`config.mk`:
```
export PLATFORM = sky130hd
export DESIGN_NAME = pwm_audio_out
export DESIGN_NICKNAME = d
export VERILOG_FILES = /design/src/rtl/pwm_audio_out.sv
export SDC_FILE = /design/constraint.sdc
export NUM_CORES = 1
export LEC_CHECK = 0
export ABC_AREA = 1
export CAP_MARGIN = 25
export CORE_MARGIN = 4
export CORE_UTILIZATION = 42
export DETAILED_ROUTE_END_ITERATION = 16
export GPL_TIMING_DRIVEN = 0
export MAX_ROUTING_LAYER = met4
export PLACE_DENSITY_LB_ADDON = 0.25
export REMOVE_ABC_BUFFERS = 1
export SKIP_LAST_GASP = 1
export SLEW_MARGIN = 30
export SYNTH_ARGS = -nofsm -noshare
export SYNTH_HDL_FRONTEND = slang
export SYNTH_SLANG_ARGS = --single-unit
export TNS_END_PERCENT = 100
```
`constraint.sdc`:
```
create_clock -name sysclk -period 2.2 [get_ports sysclk]
set_clock_uncertainty 0.15 [all_clocks]
set_input_delay 0.22 -clock sysclk [delete_from_list [all_inputs] [get_ports sysclk]]
set_output_delay 0.22 -clock sysclk [all_outputs]
set_load 0.02 [all_outputs]
```
`src/rtl/pwm_audio_out.sv`:
```
// Sample FIFO feeding a frame-based PWM modulator; one sample per 2^SAMPLE_W-cycle frame.
// Optional macro PWM_UNDERRUN_HOLD_EN: repeat the last duty on underrun instead of midscale.
module pwm_audio_out #(
  parameter int SAMPLE_W   = 8,
  parameter int FIFO_DEPTH = 4
) (
  input  logic                          sysclk,
  input  logic                          reset,
  input  logic                          enable,
  input  logic [SAMPLE_W-1:0]           sample_data,
  input  logic                          sample_valid,
  output logic                          sample_ready,
  output logic                          pwm_aud,
  output logic                          underrun,
  output logic [$clog2(FIFO_DEPTH):0]   fifo_level
);

  localparam int AW = $clog2(FIFO_DEPTH);
  localparam int LW = AW + 1;
`ifndef PWM_UNDERRUN_HOLD_EN
  localparam logic [SAMPLE_W-1:0] MIDSCALE = {1'b1, {(SAMPLE_W-1){1'b0}}};
`endif

  logic [SAMPLE_W-1:0] mem [FIFO_DEPTH];
  logic [AW-1:0]       wr_ptr, rd_ptr;
  logic [SAMPLE_W-1:0] cnt, duty, duty_eff;
  logic                frame_start, fifo_empty, push, pop;

  assign sample_ready = (fifo_level != LW'(FIFO_DEPTH));
  assign fifo_empty   = (fifo_level == '0);
  assign frame_start  = enable && (cnt == '0);
  assign push         = sample_valid && sample_ready;
  assign pop          = frame_start && !fifo_empty;

  // duty_eff lets the frame-start edge compare against the value being loaded,
  // so the first high cycle lands right after the frame start.
  always_comb begin
    duty_eff = duty;
    if (frame_start) begin
      if (!fifo_empty) begin
        duty_eff = mem[rd_ptr];
      end else begin
`ifdef PWM_UNDERRUN_HOLD_EN
        duty_eff = duty;
`else
        duty_eff = MIDSCALE;
`endif
      end
    end
  end

  always_ff @(posedge sysclk) begin
    if (push && !reset) begin
      mem[wr_ptr] <= sample_data;
    end
  end

  always_ff @(posedge sysclk) begin
    if (reset) begin
      cnt        <= '0;
      duty       <= '0;
      wr_ptr     <= '0;
      rd_ptr     <= '0;
      fifo_level <= '0;
      pwm_aud    <= 1'b0;
      underrun   <= 1'b0;
    end else begin
      cnt     <= enable ? cnt + 1'b1 : '0;
      duty    <= duty_eff;
      pwm_aud <= enable && (cnt < duty_eff);
      if (push) begin
        wr_ptr <= wr_ptr + 1'b1;
      end
      if (pop) begin
        rd_ptr <= rd_ptr + 1'b1;
      end
      if (frame_start && fifo_empty) begin
        underrun <= 1'b1;
      end
      case ({push, pop})
        2'b10:   fifo_level <= fifo_level + 1'b1;
        2'b01:   fifo_level <= fifo_level - 1'b1;
        default: fifo_level <= fifo_level;
      endcase
    end
  end

endmodule

```
==> results by group <==
Timing
  – Measured slew at the worst slew-check pin: 514 ps
  – # setup viols final: 0
  – Achievable Freq: 458 MHz
  – Remaining max-slew budget at the tightest pin: 65.7%
  – Count of final hold-check violations: 0
  – Hold slack: 332 ps
  – Share of the clock period used by the worst path: between 90 and 100%
  – Setup repair after global routing missed its margin: yes
  – Min cycle time layout: about 2200 ps
  – Final Max Tran Viols: 0

Setup path
  – Data required time at the worst endpoint: 2270 ps
  – Beginning of the worst register-to-register path: cnt[0]$_SDFF_PP0_
  – Arrival time reported for the critical path endpoint: 2260 ps
  – Critical Path, Cell by Cell: inv_2 > ha_4 > nand2_2 > inv_2 > nand2_2 > nor2_4 > inv_6 > nor2_8 > ha_4 > inv_4 > fa_2 > a21oi_2 > o21ai_2 > o21ai_1 > a21oi_1
  – Critical path class: flip-flop to flip-flop
  – Worst R2R Setup Slack: 10 ps
  – Reg2Reg Capture Point: fifo_level[2]$_SDFFE_PP0P_
  – Worst setup path start: cnt[0]$_SDFF_PP0_
  – Slowest cell on crit path: sky130_fd_sc_hd__fa_2
  – Critical Path Sink: fifo_level[2]$_SDFFE_PP0P_
  – Kind of end point of the critical path: flip-flop
  – R2R cell count: 15
  – Stage delay of the slowest cell on the critical path: 350 ps
  – Largest fanout of any net on the critical path: 4
  – Startpoint Class: flip-flop

Hold path
  – Cell depth of the worst min-delay path: 2
  – Worst Hold Class: flip-flop to flip-flop

Die
  – Ports placed on the boundary: 18
  – Core region area: roughly 0.006 sq mm
  – Die ar.: 0.00740 sq mm
  – Initial Utilization: between 40 and 50%
  – Std-Cell Rows: 28
  – Die extent in x: 86.1 um
  – DIE HEIGHT: roughly 86 um

Power
  – Total chip power: 2780 uW
  – Total power density per cell area: 898 mW/mm^2
  – Static leakage power: around 0.0012 uW
  – Worst ir drop on vdd: 0.520 mV

CTS
  – Total CTS buffers: 9
  – Clock edge transition at the registers on the reported setup and hold paths: 60 ps
  – Clock latency at the later pin of the worst-skew pair: 340 ps
  – Clk Tree Root Cell: sky130_fd_sc_hd__clkbuf_8
  – Maximum clock path buffer count: 2
  – Number of sinks on the clock net: 59
  – Clock tree from TritonCTS: done
  – H-tree depth: 3

Place
  – DP HPWL: 3130 um
  – Port buffer count: 17
  – Final weighted congestion in routability-driven placement: ~0.8

GRT
  – Largest net degree at the start of global routing: 18
  – Remaining global-route overflow: 0
  – Via count of the first global-routing pass: about 1700
  – Number of antenna violations at the first check in global routing: 0
  – Overall fraction of global-route tracks in use: 14.4%
  – First-pass GRT wire length: slightly below 8000 um

Finish
  – Antenna diode count: 0
  – Number of fill cells in the layout: 536
  – Layout cell share with drive strength beyond 1: between 10% and 20%
  – Register cell area after layout: 0.00151 sq mm
  – Net count reported at finish: 307
  – Final core utilization: about 52%
  – Multi-input gate area in the final layout: 951 sq um
  – Area delta synth->final: 21.1%

Synthesis
  – Flip-flop and latch count after synthesis: 59
  – Cell accounting for the most synthesized area: sky130_fd_sc_hd__edfxtp_1
  – Average instance area after synthesis: 10.3 sq um
  – Library cells used by synthesis: 26
  – Count of flip-flops with a built-in enable after synthesis: 32
  – Most frequent cell after synthesis: sky130_fd_sc_hd__nor2_1
  – Synth area leaders: sky130_fd_sc_hd__edfxtp_1 38%, sky130_fd_sc_hd__dfxtp_1 21%, sky130_fd_sc_hd__ha_1 6.8%
  – Share of synthesized area occupied by flip-flops and latches: 58.7%
  – Syn Std Cell Area: around 0.0026 sq mm
  – Fraction of synthesized cell area taken by the top area cell type: 37.6%
  – Most frequently used flop master after synthesis: sky130_fd_sc_hd__edfxtp_1
  – Number of cells produced by synthesis: about 250
  – Async set-reset flop share out of synthesis: 0%
  – Synthesis Warnings: 0
  – Most frequent cells after synthesis: 40 x sky130_fd_sc_hd__nor2_1, 32 x sky130_fd_sc_hd__edfxtp_1, 30 x sky130_fd_sc_hd__inv_1, 27 x sky130_fd_sc_hd__dfxtp_1, 27 x sky130_fd_sc_hd__nand2_1

Route
  – Starting DRC count in detailed routing: 104
  – Via count: 1745
  – Post-detailed-route DRC marker count: 0
  – First-pass DRT Iterations: 4
  – Post-detailed-route via-to-cell ratio: around 4.8
  – Detail-routed net length per standard cell: between 10 and 15 um
  – Remaining antenna violation count: 0
  – WL final: 4670 um

Flow run
  – Maximum Capacitance Violations: 0

Run status
  – Result of the run: completed
## critical path, delay by kind of cell, from the launching register on
kind / cells / cell delay [ps]
AOI/OAI and AO/OA: 4 / 420
and+or+nand+nor: 4 / 360
adders and majority gates: 3 / 620
buffers and inverters: 4 / 200
DFF: 1 / 330
## what timing repair did
| action | CTS | global route |
|---|---|---|
| buffers inserted | 9 | 0 |
| endpoints found under the hold margin | 0 | 0 |
| pin swaps | 7 | 6 |
| gates resized for setup | 21 | 5 |
| hold buffers | 0 | 0 |
| gates cloned | 0 | 0 |
| setup endpoints to repair | 7 | 27 |
## cells in the final DEF, fill, tap and decap left out, types with 6 or more instances in the layout
| cell type | instances |
|---|---|
| sky130_fd_sc_hd__inv_1 | 26 |
| sky130_fd_sc_hd__o22ai_1 | 6 |
| sky130_fd_sc_hd__clkbuf_8 | 9 |
| sky130_fd_sc_hd__edfxtp_1 | 32 |
| sky130_fd_sc_hd__nor2_1 | 36 |
| sky130_fd_sc_hd__nand2_1 | 25 |
| sky130_fd_sc_hd__ha_1 | 12 |
| sky130_fd_sc_hd__a22oi_2 | 6 |
| sky130_fd_sc_hd__a21oi_1 | 13 |
| sky130_fd_sc_hd__nand3_1 | 9 |
| sky130_fd_sc_hd__clkdlybuf4s50_1 | 17 |
| sky130_fd_sc_hd__o21ai_0 | 18 |
| sky130_fd_sc_hd__dfxtp_1 | 24 |
| sky130_fd_sc_hd__buf_4 | 9 |
## worst min path at each step
stage / start / to
floorplan: reset / duty[0]$_SDFF_PP0_
detailed placement: cnt[0]$_SDFF_PP0_ / cnt[0]$_SDFF_PP0_
finish: rd_ptr[1]$_SDFFE_PP0P_ / flip-flop
global route: rd_ptr[1]$_SDFFE_PP0P_ / flip-flop
CTS: duty[0]$_SDFF_PP0_ / duty[0]$_SDFF_PP0_
global placement: cnt[0]$_SDFF_PP0_ / cnt[0]$_SDFF_PP0_
## cell type report
cell class	count	area share, %
tap	75	3.03
inverter	32	4.12
multi-input combinational	152	30.7
timing repair buffer	26	7.67
clock buffer	10	4.12
clock inverter	6	1.82
sequential	59	48.6
## through the flow
step / instances / TNS, ps / cell area [sq um] / setup WS, ps
final: 360 / 0 / 3100 / 14.9
after CTS: 360 / -192 / 3080 / -26.3
after global routing: 360 / -513 / 3100 / -172
after floorplan: 243 / -131 / 2520 / -131
after detailed placement: 335 / -12310 / 2780 / -592
after global placement: 335 / -11900 / 2780 / -529
## metal layers
| metal | global-route usage (%) | part of all wire, % |
|---|---|---|
| met4 | 9.06 | 2.5 |
| met3 | 2.98 | 3.6 |
| met2 | 23.5 | 49 |
| met5 | - | 0 |
| met1 | 16.2 | 45 |
## power breakdown
group / internal (uW) / switching [uW]
clock: 512 / 408
sequential: 1240 / 51.5
combinational: 236 / 333
## registers in the layout, summed over array words and instances, names as in the netlist, named ones only
register / cells
mem: 32
wr_ptr: 2
underrun: 1
fifo_level: 3
rd_ptr: 2
cnt: 8
duty: 8
pwm_aud: 1
## kinds of logic after synthesis
| group | share of synthesized area (%) |
|---|---|
| and+or+nand+nor | 14.8 |
| DFF | 58.7 |
| AOI/OAI and AO/OA | 12.6 |
| buffers and inverters | 6.31 |
| adders and majority gates | 7.63 |
(Power assumes the default switching activity.)
